### src/rtl/pc_seq_pkg.sv
// Shared types for the program-counter sequencer.
// Latency: n/a (types and constants only).
// Backpressure: n/a.
//   seq_state_e : sequencer FSM encoding
//   PC_W_DEF    : default program-counter width
package pc_seq_pkg;

  typedef enum logic [1:0] {
    IDLE  = 2'd0,
    FETCH = 2'd1,
    EXEC  = 2'd2,
    HALT  = 2'd3
  } seq_state_e;

  localparam int PC_W_DEF = 6;

endpackage

### src/rtl/pc_next_mux.sv
// Next-PC selector: halt > call > ret > taken branch > pc+1.
// Latency: combinational, zero cycles.
// Backpressure: none; the caller decides when the result is committed.
// Ports:
//   pc       in   PC_W  current program counter
//   halt     in   1     hold the PC (halting after this instruction)
//   call     in   1     jump to br_tgt (link written by the caller)
//   ret      in   1     return to link
//   br_taken in   1     jump to br_tgt
//   br_tgt   in   PC_W  branch/call target
//   link     in   PC_W  saved return address
//   pc_next  out  PC_W  selected next program counter
module pc_next_mux
  import pc_seq_pkg::*;
#(
  parameter int PC_W = PC_W_DEF
) (
  input  logic [PC_W-1:0] pc,
  input  logic            halt,
  input  logic            call,
  input  logic            ret,
  input  logic            br_taken,
  input  logic [PC_W-1:0] br_tgt,
  input  logic [PC_W-1:0] link,
  output logic [PC_W-1:0] pc_next
);

  localparam logic [PC_W-1:0] PC_ONE = {{(PC_W-1){1'b0}}, 1'b1};

  // Increment wraps naturally at 2**PC_W; no overflow flag is wanted.
  logic [PC_W-1:0] pc_inc;
  assign pc_inc = pc + PC_ONE;

  always_comb begin
    pc_next = pc_inc;
    if (halt) begin
      pc_next = pc;
    end else if (call) begin
      pc_next = br_tgt;
    end else if (ret) begin
      pc_next = link;
    end else if (br_taken) begin
      pc_next = br_tgt;
    end
  end

endmodule

### src/rtl/pc_sequencer.sv
// Fetch/execute sequencer owning the CPU program counter; imem request in FETCH, waits for datapath in EXEC.
// Latency: fetch takes >=1 cycle (ack may arrive with the request); PC commits on the EXEC exit edge.
// Backpressure: imem_req_o held until imem_ack_i; stall_i blocks EXEC completion while high.
// Optional feature macro: PC_SEQ_LINK_EN adds call_i/ret_i and a one-entry link register.
// Ports:
//   clk          in   1     clock, posedge
//   rst          in   1     asynchronous, active-low reset
//   run_i        in   1     start pulse, honoured in IDLE or HALT
//   imem_req_o   out  1     fetch request (FETCH state)
//   imem_addr_o  out  PC_W  fetch address (= pc_o)
//   imem_ack_i   in   1     instruction available this cycle
//   instr_vld_o  out  1     one-cycle pulse in the first EXEC cycle
//   exec_done_i  in   1     datapath finished current instruction
//   stall_i      in   1     hazard; overrides exec_done_i
//   br_taken_i   in   1     take branch (qualified by exec_done_i)
//   br_tgt_i     in   PC_W  branch/call target
//   halt_i       in   1     halt after this instruction (qualified by exec_done_i)
//   call_i       in   1     (PC_SEQ_LINK_EN) call: link<=pc+1, pc<=br_tgt_i
//   ret_i        in   1     (PC_SEQ_LINK_EN) return: pc<=link
//   pc_o         out  PC_W  current program counter
//   halted_o     out  1     high in HALT
module pc_sequencer
  import pc_seq_pkg::*;
#(
  parameter int              PC_W      = PC_W_DEF,
  parameter logic [PC_W-1:0] RESET_VEC = '0
) (
  input  logic            clk,
  input  logic            rst,
  input  logic            run_i,
  output logic            imem_req_o,
  output logic [PC_W-1:0] imem_addr_o,
  input  logic            imem_ack_i,
  output logic            instr_vld_o,
  input  logic            exec_done_i,
  input  logic            stall_i,
  input  logic            br_taken_i,
  input  logic [PC_W-1:0] br_tgt_i,
  input  logic            halt_i,
`ifdef PC_SEQ_LINK_EN
  input  logic            call_i,
  input  logic            ret_i,
`endif
  output logic [PC_W-1:0] pc_o,
  output logic            halted_o
);

  seq_state_e      state;
  seq_state_e      state_nxt;
  logic [PC_W-1:0] pc_q;
  logic [PC_W-1:0] pc_next;
  logic            vld_q;
  logic            call;
  logic            ret;
  logic [PC_W-1:0] link;

  // An instruction retires only when done is seen with no hazard; a stalled
  // done is simply re-sampled next cycle, so the datapath must hold it.
  logic exec_fire;
  assign exec_fire = (state == EXEC) && exec_done_i && !stall_i;

  // run_i is meaningful only while parked; ignored in FETCH/EXEC.
  logic start;
  assign start = run_i && ((state == IDLE) || (state == HALT));

`ifdef PC_SEQ_LINK_EN
  localparam logic [PC_W-1:0] PC_ONE = {{(PC_W-1){1'b0}}, 1'b1};

  logic [PC_W-1:0] link_q;

  assign call = call_i;
  assign ret  = ret_i;
  assign link = link_q;

  // A call that coincides with halt is dropped entirely, link included.
  always_ff @(posedge clk or negedge rst) begin
    if (!rst) begin
      link_q <= RESET_VEC;
    end else if (exec_fire && call_i && !halt_i) begin
      link_q <= pc_q + PC_ONE;
    end
  end
`else
  assign call = 1'b0;
  assign ret  = 1'b0;
  assign link = RESET_VEC;
`endif

  pc_next_mux #(
    .PC_W (PC_W)
  ) u_next_mux (
    .pc       (pc_q),
    .halt     (halt_i),
    .call     (call),
    .ret      (ret),
    .br_taken (br_taken_i),
    .br_tgt   (br_tgt_i),
    .link     (link),
    .pc_next  (pc_next)
  );

  // State register. Reset is asynchronous so a mid-fetch request drops at once.
  always_ff @(posedge clk or negedge rst) begin
    if (!rst) begin
      state <= IDLE;
    end else begin
      state <= state_nxt;
    end
  end

  // Next-state logic.
  always_comb begin
    state_nxt = state;
    case (state)
      IDLE: begin
        if (run_i) state_nxt = FETCH;
      end
      FETCH: begin
        if (imem_ack_i) state_nxt = EXEC;
      end
      EXEC: begin
        if (exec_fire) state_nxt = halt_i ? HALT : FETCH;
      end
      HALT: begin
        if (run_i) state_nxt = FETCH;
      end
      default: state_nxt = IDLE;
    endcase
  end

  // Output logic. imem_req_o is decoded straight from the state register so
  // it is glitch-free and falls with the asynchronous reset.
  always_comb begin
    imem_req_o  = 1'b0;
    halted_o    = 1'b0;
    case (state)
      FETCH:   imem_req_o = 1'b1;
      HALT:    halted_o   = 1'b1;
      default: begin
        imem_req_o = 1'b0;
        halted_o   = 1'b0;
      end
    endcase
  end

  assign imem_addr_o = pc_q;
  assign pc_o        = pc_q;
  assign instr_vld_o = vld_q;

  // PC moves only on (re)start or when an instruction retires.
  always_ff @(posedge clk or negedge rst) begin
    if (!rst) begin
      pc_q <= RESET_VEC;
    end else if (start) begin
      pc_q <= RESET_VEC;
    end else if (exec_fire) begin
      pc_q <= pc_next;
    end
  end

  // Registered FETCH->EXEC transition gives exactly one pulse, aligned with
  // the first EXEC cycle.
  always_ff @(posedge clk or negedge rst) begin
    if (!rst) begin
      vld_q <= 1'b0;
    end else begin
      vld_q <= (state == FETCH) && imem_ack_i;
    end
  end

endmodule

### config.mk
export PLATFORM = sky130hd
export DESIGN_NAME = pc_sequencer
export DESIGN_NICKNAME = d
export VERILOG_FILES = /design/src/rtl/pc_seq_pkg.sv /design/src/rtl/pc_next_mux.sv /design/src/rtl/pc_sequencer.sv
export SDC_FILE = /design/constraint.sdc
export NUM_CORES = 1
export LEC_CHECK = 0
export BUFFER_PORTS_ARGS = -buffer_cell sky130_fd_sc_hd__buf_2
export CORE_MARGIN = 1
export CORE_UTILIZATION = 40
export DETAILED_ROUTE_END_ITERATION = 7
export PLACE_DENSITY = 0.67
export SLEW_MARGIN = 20
export SYNTH_ARGS = -nofsm -noshare
export SYNTH_HDL_FRONTEND = slang
export SYNTH_HIERARCHICAL = 1
export SYNTH_SLANG_ARGS = --single-unit
### constraint.sdc
create_clock -name clk -period 1.66 [get_ports clk]
set_input_delay 0.083 -clock clk [delete_from_list [all_inputs] [get_ports clk]]
set_output_delay 0.083 -clock clk [all_outputs]
set_load 0.02 [all_outputs]
==> results of run 1 <==
-- critical path, stage by stage, from the launching register on --
cell	delay (ns)
sky130_fd_sc_hd__dfrtp_1	0.37
sky130_fd_sc_hd__inv_1	0.07
sky130_fd_sc_hd__ha_1	0.35
sky130_fd_sc_hd__a222oi_1	0.36
sky130_fd_sc_hd__buf_4	0.18
sky130_fd_sc_hd__mux2i_1	0.17
-- state kept, by name, summed over array words and instances, names as in the netlist --
name         cells
imem_addr_o      6
state            2
instr_vld_o      1
-- metrics by stage --
| stage | total power (µW) | std cells | instance area [µm²] |
|---|---|---|---|
| after floorplan | 816 | 100 | 827 |
| after global placement | 938 | 147 | 953 |
| after detailed placement | 953 | 147 | 953 |
| after CTS | 1130 | 152 | 990 |
| after global routing | 1240 | 153 | 997 |
| final | 1140 | 153 | 997 |
-- cells in the final DEF (no fill, tap or decap), drive strengths merged, types with 2 or more instances in the layout --
cell type and count:
nand2 7, inv 6, and2 2, ha 4, o21ai 5, o22a 2
a21oi 4, nor2b 2, buf 31, conb 15, mux2i 4, and3 2
a211oi 2, nand3 4, nand2b 2, a22o 6, clkbuf 4, dfrtp 9
nor2 3
-- final cells by class --
| cell class | count | area [µm²] |
|---|---|---|
| Multi-Input combinational cell | 77 | 519 |
| Clock buffer | 4 | 26.3 |
| Tap cell | 25 | 31.3 |
| Fill cell | 179 | 767 |
| Inverter | 6 | 22.5 |
| Sequential cell | 9 | 225 |
| Timing Repair Buffer | 32 | 173 |
-- power by group through the flow --
stage	Clock [µW]	Combinational [µW]	Sequential [µW]
global route	189	700	352
CTS	172	610	344
global placement	0	594	344
detailed placement	0	605	348
finish	163	637	344
floorplan	0	432	384
-- worst paths after layout --
check                                                   to  slack, ns  cells after the start
max in group asynchronous       imem_addr_o[5]$_DFFE_PN0P_       1.28                      2
worst min register to register  imem_addr_o[1]$_DFFE_PN0P_       0.57                      1
worst max register to register        state[1]$_DFFE_PN0P_       0.08                      5
worst min-delay path                 instr_vld_o$_DFF_PN0_       0.05                      2
worst max-delay path                  state[1]$_DFFE_PN0P_       0.08                      5
min in group asynchronous       imem_addr_o[2]$_DFFE_PN0P_       0.21                      2
-- what timing repair did --
action	4_1_cts	5_1_grt
endpoints found under the setup margin	0	2
endpoints found under the hold margin	9	0
hold buffers	1	0
setup buffers	0	1
-- cell usage after synthesis --
cell type / n
sky130_fd_sc_hd__nand2b_1: 2
sky130_fd_sc_hd__a211oi_2: 2
sky130_fd_sc_hd__mux2i_1: 4
sky130_fd_sc_hd__buf_6: 1
sky130_fd_sc_hd__nand3_1: 4
sky130_fd_sc_hd__ha_1: 4
sky130_fd_sc_hd__and3_1: 2
sky130_fd_sc_hd__o221ai_1: 1
sky130_fd_sc_hd__nor2_1: 2
sky130_fd_sc_hd__inv_1: 4
sky130_fd_sc_hd__nand4_1: 1
sky130_fd_sc_hd__nand2_1: 7
sky130_fd_sc_hd__nor2b_4: 1
sky130_fd_sc_hd__a21oi_1: 4
sky130_fd_sc_hd__nor2_2: 1
sky130_fd_sc_hd__o22ai_1: 1
sky130_fd_sc_hd__dfrtp_1: 9
sky130_fd_sc_hd__o21ai_0: 2
sky130_fd_sc_hd__o21ai_1: 3
sky130_fd_sc_hd__a31oi_1: 1
sky130_fd_sc_hd__and2_1: 2
sky130_fd_sc_hd__o211ai_1: 1
sky130_fd_sc_hd__o311a_1: 1
sky130_fd_sc_hd__mux2_1: 1
sky130_fd_sc_hd__conb_1: 1
sky130_fd_sc_hd__a222oi_1: 1
sky130_fd_sc_hd__nor2b_1: 1
sky130_fd_sc_hd__a22o_1: 6
sky130_fd_sc_hd__a221oi_1: 1
sky130_fd_sc_hd__xnor2_1: 1
sky130_fd_sc_hd__o221a_1: 1
sky130_fd_sc_hd__inv_2: 2
sky130_fd_sc_hd__o22a_1: 2
sky130_fd_sc_hd__o2bb2a_1: 1
sky130_fd_sc_hd__o21ba_1: 1
sky130_fd_sc_hd__clkbuf_1: 1
sky130_fd_sc_hd__buf_4: 6
-- layer usage --
layer | routed length, µm | share of wire [%] | GRT usage, %
met1 | 794 | 47 | 22.4
met2 | 797 | 47 | 28.7
met3 | 108 | 6.4 | 5.16
met4 | 0 | 0 | 7.06
met5 | 0 | 0 | 0
-- logic make-up after synthesis --
| group | after synthesis | synth area share (%) |
|---|---|---|
| other | 1 | 0.484 |
| xor gates and xnor gates | 1 | 1.13 |
| buffers and inverters | 14 | 10.7 |
| DFF | 9 | 29.1 |
| adders and majority gates | 4 | 6.46 |
| muxes | 5 | 6.62 |
| AOI/OAI and AO/OA | 29 | 29.6 |
| and+or+nand+nor | 23 | 16.0 |
==> results.md, run 1 <==
- The worst setup path is of the flop to flop kind.
- Summing over every cut layer, the via total after detailed routing is 766.
- The total negative slack for setup checks is 0 ns.
- The cell sitting at the root of the clock tree is a sky130_fd_sc_hd__clkbuf_4.
- The initial utilization of the core area, before any placement, comes to 43.9%.
- Sequential cells were found to cover 29.1% of the synthesized design area.
- The number of top-level pins is 29.
- The total half-perimeter wirelength after legalization and detailed placement is 1.32 mm.
- The type of element capturing the critical path is a flop.
- Global routing consumed, over all layers together, 17.9% of the routing resources.
- The core region is 1760 µm².
- The total setup violations reported at the end of the flow is 0.
- The sequential cell fraction of total power is 30.1%.
- Final hold analysis gives a worst-case slack of 0.0540 ns.
- The signal arrival time at the worst endpoint is 1.75 ns.
- The TritonCTS clock tree is yes.
- The total of warnings raised by yosys is 6.
- Cells with a size suffix above 1 make up 31.3% of the layout.
- After synthesis the cells add up to 774 µm².
- The number of endpoints with negative hold slack in the final report was 0.
- The area enclosed by the die boundary is 2120 µm².
- The fraction of the core area covered by cells at the end of the flow is 56.5%.
- Measured along the y axis, the die boundary spans 46 µm.
- The initial antenna violation count is 0.
- The antenna violation net count after detailed routing is 0.
- Clock skew on the completed layout was measured at 0.00185 ns.
- After floorplanning, the core was divided into 15 placement rows.
- The first-pass detailed-route iteration total is 4.
- The final layout net count is 147.
- The relative contribution of combinational cells to total power is 55.7%.
- The floorplan step set the die width to 46 µm.
- Yosys attributes the largest share of cell area to sky130_fd_sc_hd__dfrtp_1, sky130_fd_sc_hd__a22o_1, sky130_fd_sc_hd__ha_1, sky130_fd_sc_hd__buf_4, sky130_fd_sc_hd__mux2i_1.
- After clock tree synthesis, the clock-pin slew on the worst setup and hold paths is 0.06 ns.
- The share of the clock period used by the worst path after layout is 95.0%.
- Summed over all layers, the global routing overflow is 0.
- Yosys mapped the design onto 37 distinct sky130hd cell types.
- The congestion estimate from routability-driven global placement came to 0.785.
- The depth of the CTS H-tree is 1.
- The worst setup margin is 0.0829 ns.
- The leakage power is 0.000535 µW.
- The worst-skew pair later-pin latency is 0.25 ns.
- The max-slew violation count is 0.
- The run finished with clean final reports.
- The clock buffer count from CTS is 3.
- The number of global-route vias before repair is 639.
- The data required time at the worst endpoint is 1.84 ns.
- The worst-case setup slack after placement is 0.0456 ns.
- The worst hold path startpoint is imem_ack_i.
- The internal portion of total power is 644 µW.
- For this run, the top clock speed supported by timing is 0.634 GHz.
- Averaged over all synthesized cells, the footprint is 9.01 µm².
- Entering global routing, the biggest net connects 15 pins.
- The total inserted antenna cells is 0.
- The first element of the critical path is state[0]$_DFFE_PN0P_.
- The share of synthesized area in the top cell type comes to 29.1%.
- The number of cells upsized or downsized after cts is 0.
- For the finished layout, the period the worst path requires is 1.58 ns.
- The analysis attributes to net switching a power of 501 µW.
- The type of element launching the critical path is a flop.
- From synthesis to final layout, the design area changed by 28.8%.
- The final routed DRC violation total is 0.
- The worst register-to-register path begins at state[0]$_DFFE_PN0P_.
- The total number of clock tree sinks is 9.
- The number of cells produced by synthesis is 86.
- The count of maximum capacitance violations is 0.
- The maximum buffer depth of the clock tree is 2.
- After detailed routing, the number of vias per cell comes to 5.01.
- The power per cell area is 1150 nW/µm².
- The share of power burned in the clock network is 14.2%.
- The detailed router's first-iteration violation count is 28.
- The switching share of power is 43.8%.
- The number of port buffers is 28.
- The wire length per cell is 11.1 µm.
- The final wirelength is 1.70 mm.
- In this run the worst hold path is classified as input pin to flop.
- The total of flip-flops plus latches after synthesis is 9.
- sky130_fd_sc_hd__dfrtp_1 takes more of the synthesized area than any other cell.
- The wire length of the first global-routing pass is 2.64 mm.
- The worst-case IR drop observed on VDD is 0.000881 V.
- The biggest fanout along the worst timing path is 4.
Power figures use the tool's default switching activity.
==> run 2: changes to the inputs <==
--- a/config.mk
+++ b/config.mk
@@ -9,9 +9,8 @@
 export CORE_MARGIN = 1
 export CORE_UTILIZATION = 40
 export DETAILED_ROUTE_END_ITERATION = 7
-export PLACE_DENSITY = 0.67
+export PLACE_DENSITY = 0.69
 export SLEW_MARGIN = 20
 export SYNTH_ARGS = -nofsm -noshare
 export SYNTH_HDL_FRONTEND = slang
-export SYNTH_HIERARCHICAL = 1
 export SYNTH_SLANG_ARGS = --single-unit
==> run 2 against run 1 <==
Clock-buffer cell count is the same. Sequential power shrank 1%. Worst setup slack gained 0.012 ns. Wire length shrank 20%. Worst hold slack lost 0.013 ns. Power shrank 2.1%. Sequential share of layout area grew 5.5 points. Critical endpoint is now imem_addr_o[5]$_DFFE_PN0P_. Largest power group unchanged.
==> results.md, run 2 <==
- The total of flip-flops plus latches after synthesis was 9 (unchanged).
- The clock edge transition at the registers on the reported setup and hold paths is 0.07 ns (about the same).
- The worst setup margin is 0.0950 ns (+0.0120 ns).
- The count of maximum capacitance violations came to 0 (unchanged).
- Counting instances in the post-synthesis netlist gives the leading cell types as sky130_fd_sc_hd__dfrtp_1, sky130_fd_sc_hd__nor2_1, sky130_fd_sc_hd__buf_4.
- The global placer's final weighted congestion is 0.832 (+6.1%).
- The first-pass detailed-route iteration total is 4 (unchanged).
- The max-slew violation count is 0 (unchanged).
- The TritonCTS clock tree is yes.
- The share of flip-flops with an asynchronous set or reset after synthesis was 100% (unchanged).
- The share of synthesized area occupied by flip-flops and latches is 34.2% (+5.1 points).
- The number of distinct standard cells referenced by the synthesized netlist came to 28 (-24%).
- The flip-flop count of the largest register, all copies and words added is 6 (unchanged).
- The fmax was 0.639 GHz (+0.77%).
- The most used flip-flop cell after synthesis is sky130_fd_sc_hd__dfrtp_1.
- In the layout the commonest cells are sky130_fd_sc_hd__buf_2, sky130_fd_sc_hd__dfrtp_1, sky130_fd_sc_hd__nor2_1, sky130_fd_sc_hd__inv_1, sky130_fd_sc_hd__o21ai_0.
- The worst setup path is launched from a flop.
- The total vias in the final route is 600 (-22%).
- The total nets after synthesis is 88.
- The transition time at the pin with the least slew margin is 0.322 ns.
- The number of cells in the design after placement came to 107 (-27%).
- The number of enable-type register cells in the synthesized netlist is 0 (unchanged).
- The number of port buffers is 28 (unchanged).
- The fraction of the core area covered by cells at the end of the flow is 52.6% (-3.9 points).
- The die span in x is 42.6 µm (-7.4%).
- The worst-case setup slack after placement is 0.112 ns (+0.0665 ns).
- The post-route minimum period came to 1.57 ns (-0.0120 ns).
- The number of cells upsized or downsized after cts is 0 (unchanged).
- The final wirelength is 1.37 mm (-20%).
- The number of endpoints with negative hold slack in the final report is 0 (unchanged).
- The data required time at the worst endpoint is 1.85 ns (about the same).
- The cell area reported after detailed placement is 766 µm² (-20%).
- The min-delay analysis places its worst path in the category input pin to flop.
- After synthesis, the cell types taking the most area are sky130_fd_sc_hd__dfrtp_1, sky130_fd_sc_hd__ha_1, sky130_fd_sc_hd__buf_4, sky130_fd_sc_hd__nor2_1, sky130_fd_sc_hd__o21ai_0.
- The wire length per cell was 12.2 µm (+9.9%).
- The total setup violations reported at the end of the flow came to 0 (unchanged).
- The power after layout is 1120 µW (-2.1%).
- The detailed router's first-iteration violation count is 12 (-57%).
- The depth of the worst register-to-register path is 5 (unchanged).
- The total half-perimeter wirelength after legalization and detailed placement is 1.05 mm (-20%).
- The number of cells produced by synthesis is 70 (-19%).
- The final clock skew was 0.000950 ns (-0.000904 ns).
- The initial antenna violation count is 0 (unchanged).
- The share of the clock period used by the worst path after layout is 94.3% (-0.72 points).
- The synthesized area came to 659 µm² (-15%).
- The flow ran to the end, and the final reports show no timing, DRC or antenna violations.
- The type of element capturing the critical path is a flop.
- The finished layout cell area is 802 µm² (-20%).
- Setup repair after global routing could not meet its margin everywhere.
- The tree is rooted in a sky130_fd_sc_hd__clkbuf_4.
- The final layout net count is 115 (-22%).
- The worst-skew pair later-pin latency is 0.27 ns (+0.02 ns).
- The number of global-route vias before repair is 524 (-18%).
- The total of warnings raised by yosys is 0 (-6).
- The critical path is of the flop to flop type.
- The leakage power came to 0.000439 µW (-18%).
- Of all cell types, the one taking the most synthesized area is sky130_fd_sc_hd__dfrtp_1.
- By instance count, the leading cell after synthesis is sky130_fd_sc_hd__dfrtp_1.
- The die height is 42.6 µm (-7.4%).
- The via count normalized by instance count is 5.36 (+7.0%).
- The power per cell area is 1400 nW/µm² (+22%).
- The number of top-level pins is 29 (unchanged).
- The hold-critical path depth is 2 (unchanged).
- The wire length of the first global-routing pass is 2.23 mm (-16%).
- The depth of the CTS H-tree was 1 (unchanged).
- The antenna violation net count after detailed routing is 0 (unchanged).
- The total global routing track utilization is 17.0% (-0.87 points).
- The pin count of the biggest net entering global routing is 16 (+1).
- The signal arrival time at the worst endpoint is 1.76 ns (about the same).
- Measured against its own limit, the worst slew margin works out to 78.5%.
- Leaving out fill and tap cells, the most frequent cell in the layout is sky130_fd_sc_hd__buf_2.
- The core footprint is 1520 µm² (-14%).
- The average footprint of a synthesized cell is 9.42 µm² (+4.6%).
- The fraction of final layout cells with drive strength greater than 1 is 36.5% (+5.2 points).
- The total number of clock tree sinks is 9 (unchanged).
- The count of non-filler cells in the finished layout is 112 (-27%).
- Compared with the post-synthesis result, the final layout area differs by 21.6%.
- The final routed DRC violation total is 0 (unchanged).
- The total inserted antenna cells came to 0 (unchanged).
- The maximum buffer depth of the clock tree is 2 (unchanged).
- The biggest fanout along the worst timing path is 6 (+2).
- The total global routing overflow was 0 (unchanged).
- The area fraction of the dominant cell type after synthesis is 34.2% (+5.1 points).
- The area enclosed by the die boundary was 1810 µm² (-14%).
- The clock buffer count from CTS is 3 (unchanged).
- The effective utilization at floorplan is 43.3% (-0.63 points).
- The maximum ir drop on the vdd rail is 0.000869 V (-1.3%).
- The row count is 14 (-1).
run 2: cell count changes after synthesis, moves of 2 or more:
cell | previous run | this run
sky130_fd_sc_hd__a211oi_2 | 2 | 0
sky130_fd_sc_hd__a21oi_1 | 4 | 2
sky130_fd_sc_hd__o22a_1 | 2 | 0
sky130_fd_sc_hd__a211oi_1 | 0 | 3
sky130_fd_sc_hd__o21ai_0 | 2 | 5
sky130_fd_sc_hd__mux2i_1 | 4 | 2
sky130_fd_sc_hd__nand3_1 | 4 | 0
sky130_fd_sc_hd__o21ai_1 | 3 | 0
sky130_fd_sc_hd__a211o_1 | 0 | 2
sky130_fd_sc_hd__nor2_1 | 2 | 7
sky130_fd_sc_hd__a32o_1 | 0 | 2
sky130_fd_sc_hd__inv_2 | 2 | 0
sky130_fd_sc_hd__a22o_1 | 6 | 2
sky130_fd_sc_hd__nand2_1 | 7 | 2
run 2: worst paths after layout:
kind / end / slack [ns] / start
min in group asynchronous: imem_addr_o[4]$_DFFE_PN0P_ / 0.20 / rst
max: imem_addr_o[5]$_DFFE_PN0P_ / 0.09 / state[0]$_DFFE_PN0P_
max reg2reg: imem_addr_o[5]$_DFFE_PN0P_ / 0.09 / state[0]$_DFFE_PN0P_
min: instr_vld_o$_DFF_PN0_ / 0.04 / imem_ack_i
min reg2reg: state[1]$_DFFE_PN0P_ / 0.58 / state[1]$_DFFE_PN0P_
max in group asynchronous: imem_addr_o[2]$_DFFE_PN0P_ / 1.28 / rst
run 2: cell type report:
class	count	area, µm²
well taps	16	20.0
inverters	5	18.8
repair buffers	30	158
flip-flops and latches	9	225
fillers	144	722
multi-input cells	48	354
clock buffers	4	26.3
run 2: worst max-delay path: stages (launching register included):
cell and delay [ns]:
sky130_fd_sc_hd__dfrtp_1 0.40, sky130_fd_sc_hd__inv_1 0.08, sky130_fd_sc_hd__ha_1 0.24, sky130_fd_sc_hd__and4bb_1 0.33, sky130_fd_sc_hd__mux2_4 0.32, sky130_fd_sc_hd__a31oi_2 0.12
run 2: metrics by stage:
| stage | setup TNS, ns | hold WS (ns) |
|---|---|---|
| finish | 0 | 0.0410 |
| global route | -0.0554 | 0.0442 |
| CTS | 0 | 0.0354 |
| detailed placement | 0 | -0.0512 |
| global placement | 0 | -0.0516 |
| floorplan | 0 | -0.213 |
run 2: power breakdown:
group          switching [µW]  internal, µW
Combinational             351           250
Sequential               57.6           282
Clock                    86.8          93.1
run 2: timing repair:
action,CTS,global route
buffers inserted,0,0
hold buffers,1,0
setup endpoints to repair,0,4
hold endpoints to repair,9,0
run 2: cell families (layout without fill, tap and decap cells):
group	count (synthesis)	count (layout)	synth area share, %
adder cells (fa/ha/maj)	4	4	7.59
AO/OA/AOI/OAI	19	19	21.6
buffers and inverters	13	39	12.1
AND/OR/NAND/NOR	22	22	19.2
multiplexers	3	3	5.31
flip-flops	9	9	34.2
run 2: layer usage:
| metal | up-vias | wire length [µm] | global-route usage (%) |
|---|---|---|---|
| li1 | 302 | - | - |
| met1 | 279 | 616 | 19.8 |
| met2 | 17 | 683 | 28.6 |
| met3 | 2 | 56 | 5.17 |
| met4 | 0 | 12 | 7.50 |
| met5 | - | 0 | 0 |
==> run 3: changes to the inputs <==
--- a/config.mk
+++ b/config.mk
@@ -6,6 +6,7 @@
 export NUM_CORES = 1
 export LEC_CHECK = 0
 export BUFFER_PORTS_ARGS = -buffer_cell sky130_fd_sc_hd__buf_2
+export CORE_ASPECT_RATIO = 0.9
 export CORE_MARGIN = 1
 export CORE_UTILIZATION = 40
 export DETAILED_ROUTE_END_ITERATION = 7
==> run 3 against run 2 <==
Worst hold slack gained 0.019 ns. Maximum frequency increased by 1.3%. Register-to-register slack better by 0.02 ns. Non-clock buffer count did not move. Utilization rose by 2.1 points. First-iteration DRC count is the same. Clock-buffer cell count unchanged. Power up 2.7%. Largest cell class unchanged.
==> results.md, run 3 (synthesized netlist as in run 2, its figures left out) <==
- The flow ran to the end, and the final reports show no timing, DRC or antenna violations.
- The worst max-slew margin expressed relative to the limit is 80.9% (+2.4 points).
- The total vias in the final route is 587 (-2.2%).
- The kind of cell with the highest combined delay along the critical path is flip-flops.
- The final wirelength is 1.48 mm (+8.5%).
- The wire length per cell is 12.6 µm (+3.0%).
- The total half-perimeter wirelength after legalization and detailed placement came to 1.08 mm (+2.2%).
- The total negative slack for setup checks is 0 ns (unchanged).
- The global placer's final weighted congestion is 0.811 (-2.5%).
- The final clock skew came to 0.000734 ns (-0.000216 ns).
- The total global routing track utilization is 19.0% (+2.0 points).
- The worst setup margin is 0.115 ns (+0.0202 ns).
- The power per cell area is 1410 nW/µm² (+0.63%).
- The finished layout cell area is 818 µm² (+2.0%).
- The count of maximum capacitance violations is 0 (unchanged).
- The net switching component of the power is 510 µW (+2.9%).
- The sequential cell fraction of total power is 29.7% (-0.6 points).
- The internal portion of total power is 640 µW (+2.5%).
- The total number of clock tree sinks is 9 (unchanged).
- The switching share of power is 44.3% (+0.096 points).
- The final layout net count is 115 (unchanged).
- Traced cell by cell, the critical path runs through inv_1 > ha_2 > and4bb_2 > mux2_4 > a31oi_2.
- The max-slew violation count was 0 (unchanged).
- The biggest fanout along the worst timing path was 6 (unchanged).
- The die height is 40.5 µm (-4.9%).
- The number of buffer and inverter instances along the worst setup path was 1 (unchanged).
- The maximum buffer depth of the clock tree is 2 (unchanged).
- The routed length on met2 is 784 µm (+15%).
- The maximum ir drop on the vdd rail is 0.000699 V (-20%).
- The delay of the slowest critical-path stage is 0.40 ns (about the same).
- The antenna violation net count after detailed routing was 0 (unchanged).
- The fraction of final layout cells with drive strength greater than 1 is 39.6% (+3.1 points).
- The initial antenna violation count came to 0 (unchanged).
- The flip-flop count of the largest register, all copies and words added is 6 (unchanged).
- The clock edge transition at the registers on the reported setup and hold paths was 0.06 ns (about the same).
- The met1 wire length is 638 µm (+3.6%).
- The worst-case setup slack after placement is 0.0865 ns (-0.0256 ns).
- The area enclosed by the die boundary is 1810 µm² (about the same).
- The detailed router's first-iteration violation count came to 12 (unchanged).
- The clock buffer count from CTS came to 3 (unchanged).
- The total setup violations reported at the end of the flow is 0 (unchanged).
- Setup repair after global routing left no endpoint under its margin.
- The library cell used most frequently in the layout, excluding fill and tap cells, is sky130_fd_sc_hd__buf_2.
- The worst setup path is launched from a flop.
- The final routed DRC violation total is 0 (unchanged).
- The worst setup path is captured at a flop.
- The wire length of the first global-routing pass is 2.34 mm (+5.0%).
- The first-pass detailed-route iteration total was 4 (unchanged).
- The critical path's slowest cell is sky130_fd_sc_hd__dfrtp_1.
- The worst-skew pair later-pin latency is 0.26 ns (about the same).
- The effective utilization at floorplan is 44.1% (+0.80 points).
- The cell area reported after detailed placement is 773 µm² (+0.98%).
- The row count is 13 (-1).
- The total global routing overflow was 0 (unchanged).
- The depth of the CTS H-tree is 1 (unchanged).
- The transition time at the pin with the least slew margin was 0.282 ns (-0.0397 ns).
- The post-route minimum period came to 1.54 ns (-0.0202 ns).
- The master cell of the clock root buffer is sky130_fd_sc_hd__clkbuf_4.
- The fmax came to 0.647 GHz (+1.3%).
- The met3 wire length is 57 µm (+1.8%).
- The class of the tightest hold or removal check is input pin to flop.
- The area added between synthesis and finish is 24.1%.
- The share of the clock period used by the worst path after layout is 93.1% (-1.2 points).
- The slack of the worst reg-to-reg path is 0.12 ns (+0.02 ns).
- The top layer reached by signal wires is met4.
- The via count normalized by instance count is 4.97 (-7.1%).
- The number of port buffers is 28 (unchanged).
- The worst setup path is of the flop to flop kind.
- The number of global-route vias before repair was 551 (+5.2%).
- The number of endpoints with negative hold slack in the final report came to 0 (unchanged).
- The signal arrival time at the worst endpoint came to 1.73 ns (-0.03 ns).
- The number of top-level pins is 29 (unchanged).
- The setup fix buffers added after clock tree synthesis is 0 (unchanged).
- The total inserted antenna cells came to 0 (unchanged).
- The data required time at the worst endpoint is 1.84 ns (about the same).
- The pin count of the biggest net entering global routing is 16 (unchanged).
- The die span in x came to 44.8 µm (+5.2%).
- The relative contribution of combinational cells to total power is 55.4% (+1.7 points).
- The core footprint was 1500 µm² (-1.8%).
- The leakage power came to 0.000437 µW (-0.57%).
- The power after layout is 1150 µW (+2.7%).
- The share of power burned in the clock network is 14.9% (-1.2 points).
- The TritonCTS clock tree is yes.
- In the layout the commonest cells are sky130_fd_sc_hd__buf_2, sky130_fd_sc_hd__dfrtp_1, sky130_fd_sc_hd__nor2_1, sky130_fd_sc_hd__inv_1, sky130_fd_sc_hd__o21ai_0.
==> run 3: what timing repair did <==
item / CTS / global route
resized for setup: 1 / 2
hold buffers: 1 / 0
hold endpoints to repair: 9 / 0
pin swaps: 0 / 1
setup endpoints to repair: 1 / 5
==> run 3: power by group through the flow <==
| stage | Sequential (µW) | Combinational, µW | Clock (µW) |
|---|---|---|---|
| 2_1_floorplan | 381 | 436 | 0 |
| 3_3_place_gp | 341 | 589 | 0 |
| 3_5_place_dp | 346 | 594 | 0 |
| 4_1_cts | 341 | 634 | 180 |
| 5_1_grt | 352 | 700 | 192 |
| 6_report | 341 | 637 | 172 |
==> run 3: final timing paths <==
kind                                               to  cells past startpoint                       start
max                        imem_addr_o[5]$_DFFE_PN0P_                      5        state[0]$_DFFE_PN0P_
max reg2reg                imem_addr_o[5]$_DFFE_PN0P_                      5        state[0]$_DFFE_PN0P_
min in group asynchronous  imem_addr_o[1]$_DFFE_PN0P_                      2                         rst
min reg2reg                imem_addr_o[2]$_DFFE_PN0P_                      2  imem_addr_o[2]$_DFFE_PN0P_
min                             instr_vld_o$_DFF_PN0_                      2                  imem_ack_i
max in group asynchronous       instr_vld_o$_DFF_PN0_                      2                         rst
==> run 3: area by class of cell <==
| cell class | count | area [µm²] |
|---|---|---|
| clock buffers | 4 | 26.3 |
| multi-input cells | 48 | 363 |
| fillers | 153 | 678 |
| well taps | 22 | 27.5 |
| flip-flops and latches | 9 | 225 |
| repair buffers | 30 | 158 |
| inverters | 5 | 18.8 |
==> run 3: through the flow <==
stage / util [%] / hold slack [ns] / std cells
floorplan: - / -0.213 / 70
global placement: 51.7 / -0.0504 / 113
detailed placement: 51.7 / -0.0505 / 113
CTS: 54.5 / 0.0430 / 118
global route: 54.7 / 0.0512 / 118
finish: 54.7 / 0.0597 / 118
==> run 3: layer usage <==
layer	GRT usage, %	vias up
li1	-	302
met5	0	-
met4	9.09	0
met3	2.70	2
met1	21.6	268
met2	35.7	15
==> run 3: worst reg2reg max path: cells and delay by family (launching register included) <==
kind / cells / cell delay (ns)
compound gates: 1 / 0.11
fa+ha+maj: 1 / 0.23
buf+inv: 1 / 0.08
flops: 1 / 0.40
mux: 1 / 0.32
simple gates: 1 / 0.33
